### src/rtl/srec_word_packer.sv
// Packs the srec_parser byte-write stream into aligned 32-bit words with byte
// enables, presented on a valid/ready port to a program-RAM loader.
module srec_word_packer #(
   parameter bit BIG_ENDIAN = 1'b1
) (
   input  logic        clock,
   input  logic        reset_n,
   input  logic [31:0] write_address,
   input  logic [7:0]  write_byte,
   input  logic        write_enable,
   input  logic        in_progress,
   output logic [31:0] word_address,
   output logic [31:0] word_data,
   output logic [3:0]  word_byte_enable,
   output logic        word_valid,
   input  logic        word_ready,
   output logic        overflow
);

   localparam int unsigned DATA_W  = 32;
   localparam int unsigned BE_W    = 4;
   localparam int unsigned WADDR_W = 30;

   logic [WADDR_W-1:0] acc_addr_q, acc_addr_d;
   logic [DATA_W-1:0]  acc_data_q, acc_data_d;
   logic [BE_W-1:0]    acc_be_q,   acc_be_d;

   logic [DATA_W-1:0]  out_addr_q, out_addr_d;
   logic [DATA_W-1:0]  out_data_q, out_data_d;
   logic [BE_W-1:0]    out_be_q,   out_be_d;
   logic               out_valid_q, out_valid_d;
   logic               overflow_q, overflow_d;

   logic [1:0]         lane;
   logic [1:0]         byte_pos;
   logic [DATA_W-1:0]  lane_data;
   logic [BE_W-1:0]    lane_be;
   logic               acc_empty;
   logic               acc_full;
   logic               same_word;
   logic               lane_taken;
   logic               out_free;
   logic               forced_flush;
   logic               end_flush;
   logic               do_flush;

   // Incoming byte positioned into its lane.
   always_comb begin
      lane      = write_address[1:0];
      byte_pos  = BIG_ENDIAN ? (2'd3 - lane) : lane;
      lane_data = {24'h0, write_byte} << {byte_pos, 3'b000};
      lane_be   = 4'b0001 << lane;
   end

   // Flush decision: a full accumulator or a conflicting write forces a flush;
   // a partial word only leaves once parsing is over and the output is free.
   always_comb begin
      acc_empty    = (acc_be_q == 4'b0000);
      acc_full     = (acc_be_q == 4'b1111);
      same_word    = (write_address[31:2] == acc_addr_q);
      lane_taken   = ((acc_be_q & lane_be) != 4'b0000);
      out_free     = !out_valid_q || word_ready;
      forced_flush = acc_full ||
                     (write_enable && !acc_empty && (!same_word || lane_taken));
      end_flush    = !acc_empty && !in_progress && !write_enable && out_free;
      do_flush     = forced_flush || end_flush;
   end

   // Next state for accumulator, output register and sticky overflow.
   always_comb begin
      acc_addr_d  = acc_addr_q;
      acc_data_d  = acc_data_q;
      acc_be_d    = acc_be_q;
      out_addr_d  = out_addr_q;
      out_data_d  = out_data_q;
      out_be_d    = out_be_q;
      out_valid_d = out_valid_q;
      overflow_d  = overflow_q;

      if (out_valid_q && word_ready) begin
         out_valid_d = 1'b0;
      end

      if (do_flush) begin
         if (out_free) begin
            out_addr_d  = {acc_addr_q, 2'b00};
            out_data_d  = acc_data_q;
            out_be_d    = acc_be_q;
            out_valid_d = 1'b1;
         end else begin
            overflow_d  = 1'b1;
         end
         acc_data_d = '0;
         acc_be_d   = '0;
      end

      if (write_enable) begin
         if (acc_empty || do_flush) begin
            acc_addr_d = write_address[31:2];
            acc_data_d = lane_data;
            acc_be_d   = lane_be;
         end else begin
            acc_data_d = acc_data_q | lane_data;
            acc_be_d   = acc_be_q | lane_be;
         end
      end
   end

   always_ff @(posedge clock) begin
      if (!reset_n) begin
         acc_addr_q  <= '0;
         acc_data_q  <= '0;
         acc_be_q    <= '0;
         out_addr_q  <= '0;
         out_data_q  <= '0;
         out_be_q    <= '0;
         out_valid_q <= 1'b0;
         overflow_q  <= 1'b0;
      end else begin
         acc_addr_q  <= acc_addr_d;
         acc_data_q  <= acc_data_d;
         acc_be_q    <= acc_be_d;
         out_addr_q  <= out_addr_d;
         out_data_q  <= out_data_d;
         out_be_q    <= out_be_d;
         out_valid_q <= out_valid_d;
         overflow_q  <= overflow_d;
      end
   end

   assign word_address     = out_addr_q;
   assign word_data        = out_data_q;
   assign word_byte_enable = out_be_q;
   assign word_valid       = out_valid_q;
   assign overflow         = overflow_q;

endmodule

### config.mk
export PLATFORM = sky130hd
export DESIGN_NAME = srec_word_packer
export DESIGN_NICKNAME = d
export VERILOG_FILES = /design/src/rtl/srec_word_packer.sv
export SDC_FILE = /design/constraint.sdc
export NUM_CORES = 1
export LEC_CHECK = 0
export CAP_MARGIN = 10
export CORE_MARGIN = 1.5
export CORE_UTILIZATION = 51
export CTS_CLUSTER_SIZE = 28
export DETAILED_ROUTE_END_ITERATION = 8
export PLACE_DENSITY = 0.8
export SETUP_SLACK_MARGIN = 0.5
export SLEW_MARGIN = 0
export SYNTH_ARGS = -nofsm -noshare
export SYNTH_HDL_FRONTEND = slang
export SYNTH_SLANG_ARGS = --single-unit
### constraint.sdc
create_clock -name clock -period 2.7 [get_ports clock]
set_input_delay 0.405 -clock clock [delete_from_list [all_inputs] [get_ports clock]]
set_output_delay 0.405 -clock clock [all_outputs]
set_load 0.01 [all_outputs]
==> impl_metrics.csv, run 1 <==
group,metric,value,unit
worst_setup_path,required,3.10,ns
floorplan,ios,115,
synthesis,ys_seq_elements,134,
global_routing,grt_pass1_wl,23300,um
power,power.density,631,nW/um^2
timing,period_share,0.866,
placement,placedCellCount,837,
clock_network,htree_levels,4,
timing,hold_ws,0.343,ns
floorplan,initial_core_util,0.519,
timing,slew_headroom,0.224,
timing,final.setup_skew,0.0109,ns
floorplan,rows,38,
timing,timing.setup.tns,0,ns
timing,fmax,428,MHz
placement,gp_congestion,0.922,
finish,regArea,2700,sq um
finish,diodes,0,
clock_network,clock_tree.root_cell,"clkbuf_8",
worst_setup_path,end_kind,"flop",
synthesis,synth_cell_type_count,33,
finish,layout.nets,780,
drt,vias,5085,
status,status,"completed",
worst_setup_path,cp_max_fo,16,
synthesis,syn_inst,618,
timing,setup_viol,0,
floorplan,dieArea,11600,sq um
global_routing,gr-total-overflow,0,
global_routing,grt_pass1_vias,4853,
timing,worst_slack,0.363,ns
drt,first_pass_iters,5,
finish,area_delta_synth_final,43.4,%
worst_setup_path,path_class,"reg2reg",
finish,utilization,0.744,
synthesis,synth_edf_count,0,
drt,drtIter0Drc,400,
floorplan,fp.dieH,108,um
floorplan,fp.dieW,108,um
finish,final_cell_mix,"199 x nand2_1, 130 x dfxtp_1, 110 x clkdlybuf4s50_1, 95 x mux2i_1, 35 x a21oi_1",
clock_network,insertion_delay,0.52,ns
clock_network,clockBufferDepth,2,
global_routing,track_usage,0.258,
worst_setup_path,worstSetupStartpointType,"flop",
synthesis,ys_async_sr_fraction,0,
floorplan,coreArea,10800,sq um
synthesis,syn_area,5600,sq um
timing,tightest_slew,1.16,ns
timing,period_minus_slack,2.34,ns
power,p_leak,2.88,nW
finish,drive_gt1_frac,0.131,
timing,hold_violations,0,
synthesis,ys_warn_count,0,
drt,route.detailed.drc,0,
worst_setup_path,reg2reg_slack,0.36,ns
timing,rsz0062_at_grt,"true",
drt,drt_wl_total,16700,um
worst_setup_path,cp.arrival,2.74,ns
run,drv_cap,0,
hold_path,worst_hold_path_type,"in2reg",
finish,multiInputGateArea,2870,sq um
finish,design_area,8030,sq um
drt,wl_per_cell,18.8,um
global_routing,antenna_found_initial,0,
finish,instances_no_fill,888,
drt,avgViaCountPerCell,5.73,
synthesis,avgSynthCellArea,9.06,sq um
clock_network,cts.clk_slew.worst_paths,0.07,ns
finish,filler_cell_count,696,
clock_network,cts_hold_buf,0,
global_routing,grt_max_degree,90,
drt,detail-route-antenna-nets,0,
finish,layout.cells.most_common,"nand2_1",
clock_network,cts.sink_count,134,
synthesis,ys.flop_type,"dfxtp_1",
timing,slew_violations,0,
power,total_power,5.07,mW
clock_network,cts_tree,"built",
clock_network,numCtsBuffers,17,
placement,placed_cell_area,6950,sq um
placement,io_buffers,112,
synthesis,synth_seq_area_share,0.479,
placement,hpwl,9700,um
placement,post-place-ws,-0.198,ns
power,ir_drop,0.000458,V
synthesized netlist by cell type, drive strengths merged (2+ instances only):
cell type,instances,share of area
nand4,8,0.0089
xnor2,28,0.044
a31oi,3,0.0034
buf,19,0.017
clkbuf,34,0.023
mux2i,96,0.17
a311oi,32,0.050
xor2,2,0.0031
a21oi,35,0.031
o31ai,4,0.0054
nor3,3,0.0027
nand2,199,0.13
nor4,4,0.0056
inv,2,0.0013
dfxtp,134,0.48
layer usage:
| metal | GRT usage | vias up | routed length, um |
|---|---|---|---|
| li1 | - | 2352 | - |
| met1 | 0.310 | 2450 | 6760 |
| met2 | 0.444 | 235 | 8380 |
| met3 | 0.0581 | 48 | 1090 |
| met4 | 0.109 | 0 | 497 |
| met5 | 0 | - | 0 |
worst max-delay path: stages, from the launching register on:
cell      delay [ns]
dfxtp_4         0.36
mux4_2          0.48
or3_4           0.36
nor4_4          0.18
buf_4           0.19
nand3_4         0.13
buf_12          0.20
a311oi_1        0.32
sequential cells by signal, indices dropped and copies added, names as in the netlist:
register	cells
acc_be_q	4
word_address	30
acc_addr_q	30
word_data	32
overflow	1
word_byte_enable	4
acc_data_q	32
word_valid	1
kinds of logic (layout without fill, tap and decap cells):
| group | count (synthesis) | count (layout) | synth area share |
|---|---|---|---|
| AOI/OAI and AO/OA | 78 | 78 | 0.0960 |
| xor gates and xnor gates | 30 | 30 | 0.0469 |
| buffers and inverters | 55 | 184 | 0.0411 |
| DFF | 134 | 134 | 0.479 |
| muxes | 97 | 97 | 0.176 |
| other | 1 | 2 | 0.000669 |
| and+or+nand+nor | 223 | 223 | 0.161 |
power breakdown:
part           leakage (nW)  switching (mW)  total [mW]  internal (mW)
combinational          1.51           0.360       0.731          0.370
clock                 0.286           0.881        2.26           1.37
sequential             1.09          0.0414        2.08           2.04
final cells by class:
type / instances / area share
Timing Repair Buffer: 150 / 0.211
Clock buffer: 19 / 0.0550
Multi-Input combinational cell: 430 / 0.357
Tap cell: 140 / 0.0218
Sequential cell: 134 / 0.336
Inverter: 2 / 0.000935
Clock inverter: 13 / 0.0182
final timing paths:
kind | start | cells past startpoint | to
max | acc_be_q[0]$_SDFFE_PN0P_ | 7 | acc_data_q[6]$_SDFFE_PN0P_
max reg2reg | acc_be_q[0]$_SDFFE_PN0P_ | 7 | acc_data_q[6]$_SDFFE_PN0P_
min | reset_n | 3 | word_data[23]$_SDFFE_PN0P_
min reg2reg | word_data[29]$_SDFFE_PN0P_ | 2 | word_data[29]$_SDFFE_PN0P_
what timing repair did:
item / in CTS / in global routing
setup endpoints to repair: 134 / 134
resized for setup: 16 / 24
buffers inserted: 7 / 1
cloned: 3 / 7
pin swaps: 0 / 3
Note: power is estimated with default switching activity, not from simulation.
==> run 2, diff against run 1 <==
Settings changed: CELL_PAD_IN_SITES_DETAIL_PLACEMENT set to 0, CELL_PAD_IN_SITES_GLOBAL_PLACEMENT set to 1, CORE_UTILIZATION 51 to 38, PLACE_DENSITY 0.8 to not set, PLACE_DENSITY_LB_ADDON set to 0.1.
==> impl_metrics.csv, run 2 (synthesized netlist as in run 1, its figures left out) <==
group,metric,value,unit
status,status,"completed",
global_routing,grt_pass1_vias,4781,
global_routing,grt_max_degree,86,
finish,layout.nets,790,
timing,tightest_slew,0.561,ns
finish,filler_cell_count,1302,
timing,hold_ws,0.370,ns
floorplan,rows,44,
finish,multiInputGateArea,2990,sq um
worst_setup_path,reg2reg_to,"acc_data_q[10]$_SDFFE_PN0P_",
timing,period_minus_slack,2.22,ns
timing,timing.setup.tns,0,ns
power,p_leak,2.97,nW
clock_network,cts.sink_count,134,
timing,slew_headroom,0.626,
global_routing,grt_pass1_wl,24100,um
placement,post-place-ws,-0.227,ns
timing,rsz0062_at_grt,"true",
drt,avgViaCountPerCell,5.19,
power,total_power,5.07,mW
drt,wl_per_cell,16.9,um
finish,regArea,2700,sq um
power,ir_drop,0.000439,V
drt,drt_wl_total,16000,um
drt,detail-route-antenna-nets,0,
timing,final.setup_skew,0.00695,ns
drt,route.detailed.drc,0,
worst_setup_path,worstReg2RegStart,"acc_be_q[2]$_SDFFE_PN0P_",
finish,design_area,8280,sq um
drt,vias,4898,
clock_network,insertion_delay,0.42,ns
worst_setup_path,end_kind,"flop",
worst_setup_path,ff2ff_path_depth,7,
placement,placedCellCount,887,
global_routing,track_usage,0.196,
worst_setup_path,cp.arrival,2.55,ns
placement,gp_congestion,0.752,
worst_setup_path,cp_max_fo,8,
floorplan,initial_core_util,0.387,
hold_path,hold_path_end,"word_data[24]$_SDFFE_PN0P_",
finish,instances_no_fill,943,
floorplan,dieArea,15500,sq um
worst_setup_path,path_class,"in2reg",
clock_network,clock_tree.root_cell,"clkbuf_16",
hold_path,hold_path_startpoint,"reset_n",
hold_path,worst_hold_path.num_cells,3,
hold_path,worst_hold_path_type,"in2reg",
finish,final_cell_mix,"199 x nand2_1, 130 x dfxtp_1, 109 x clkdlybuf4s50_1, 96 x mux2i_1, 35 x a21oi_1",
timing,fmax,450,MHz
placement,io_buffers,112,
worst_setup_path,reg2reg_slack,0.49,ns
clock_network,cts_hold_buf,0,
timing,slew_violations,0,
placement,placed_cell_area,7040,sq um
floorplan,fp.dieH,124,um
clock_network,clockBufferDepth,2,
drt,first_pass_iters,4,
clock_network,cts_tree,"built",
timing,worst_slack,0.476,ns
finish,area_delta_synth_final,47.9,%
finish,layout.cells.most_common,"nand2_1",
timing,period_share,0.824,
clock_network,cts.clk_slew.worst_paths,0.06,ns
worst_setup_path,required,3.03,ns
drt,drtIter0Drc,165,
finish,utilization,0.572,
finish,drive_gt1_frac,0.162,
global_routing,gr-total-overflow,0,
placement,hpwl,9670,um
global_routing,antenna_found_initial,1,
worst_setup_path,worstSetupStartpointType,"primary input",
floorplan,fp.dieW,124,um
clock_network,htree_levels,4,
run,drv_cap,0,
clock_network,numCtsBuffers,17,
timing,hold_violations,0,
timing,setup_viol,0,
power,power.density,612,nW/um^2
floorplan,ios,115,
floorplan,coreArea,14500,sq um
[run 2: cell count changes in the layout (fill, tap and decap cells not counted), sizes merged, moves of 2 or more]
| cell | delta |
|---|---|
| clkinv | +2 |
| clkbuf | +4 |
| buf | +10 |
| inv | -4 |
[run 2: worst max-delay path by stage]
stage                              from                             to  slack [ns]  depth (start not counted)
3_3_place_gp           write_address[0]  word_address[24]$_SDFFE_PN0P_       -0.16                          8
3_5_place_dp           write_address[0]  word_address[13]$_SDFFE_PN0P_       -0.23                          8
4_1_cts        acc_be_q[2]$_SDFFE_PN0P_      word_data[3]$_SDFFE_PN0P_        0.47                          8
6_report               write_address[0]    acc_data_q[10]$_SDFFE_PN0P_        0.48                          8
5_1_grt        acc_be_q[0]$_SDFFE_PN0P_    acc_data_q[14]$_SDFFE_PN0P_        0.40                          7
2_1_floorplan          write_address[0]  word_address[25]$_SDFFE_PN0P_        0.52                          7
[run 2: area by class of cell]
| cell class | instances | share of cell area |
|---|---|---|
| flip-flops and latches | 134 | 0.325 |
| clock buffers | 22 | 0.0573 |
| repair buffers | 160 | 0.215 |
| inverters | 2 | 0.000906 |
| clock inverters | 10 | 0.0124 |
| diodes | 1 | 0.000302 |
| multi-input cells | 430 | 0.361 |
| well taps | 184 | 0.0278 |
[run 2: repair_timing]
item	in CTS	in global routing
pin swaps	2	4
endpoints found under the setup margin	134	134
cloned	3	9
resized for setup	22	38
buffers inserted	9	2
[run 2: worst max-delay path, cell delays in order]
cell and delay [ns]:
dlygate4sd2_1 0.29, mux4_2 0.53, or3_4 0.35, nor4_4 0.16
buf_4 0.18, nand3_4 0.15, clkbuf_16 0.24, a311oi_2 0.24
[run 2: power breakdown]
part	switching (mW)	total, mW	internal [mW]
Combinational	0.363	0.734	0.371
Clock	0.843	2.26	1.42
Sequential	0.0364	2.07	2.04
Total	1.24	5.07	3.83
[run 2: layer usage]
| layer | GRT usage | share of wire | up-vias |
|---|---|---|---|
| li1 | - | - | 2389 |
| met1 | 0.229 | 0.44 | 2373 |
| met2 | 0.340 | 0.51 | 118 |
| met3 | 0.0503 | 0.039 | 18 |
| met4 | 0.0805 | 0.015 | 0 |
| met5 | 0 | 0 | - |
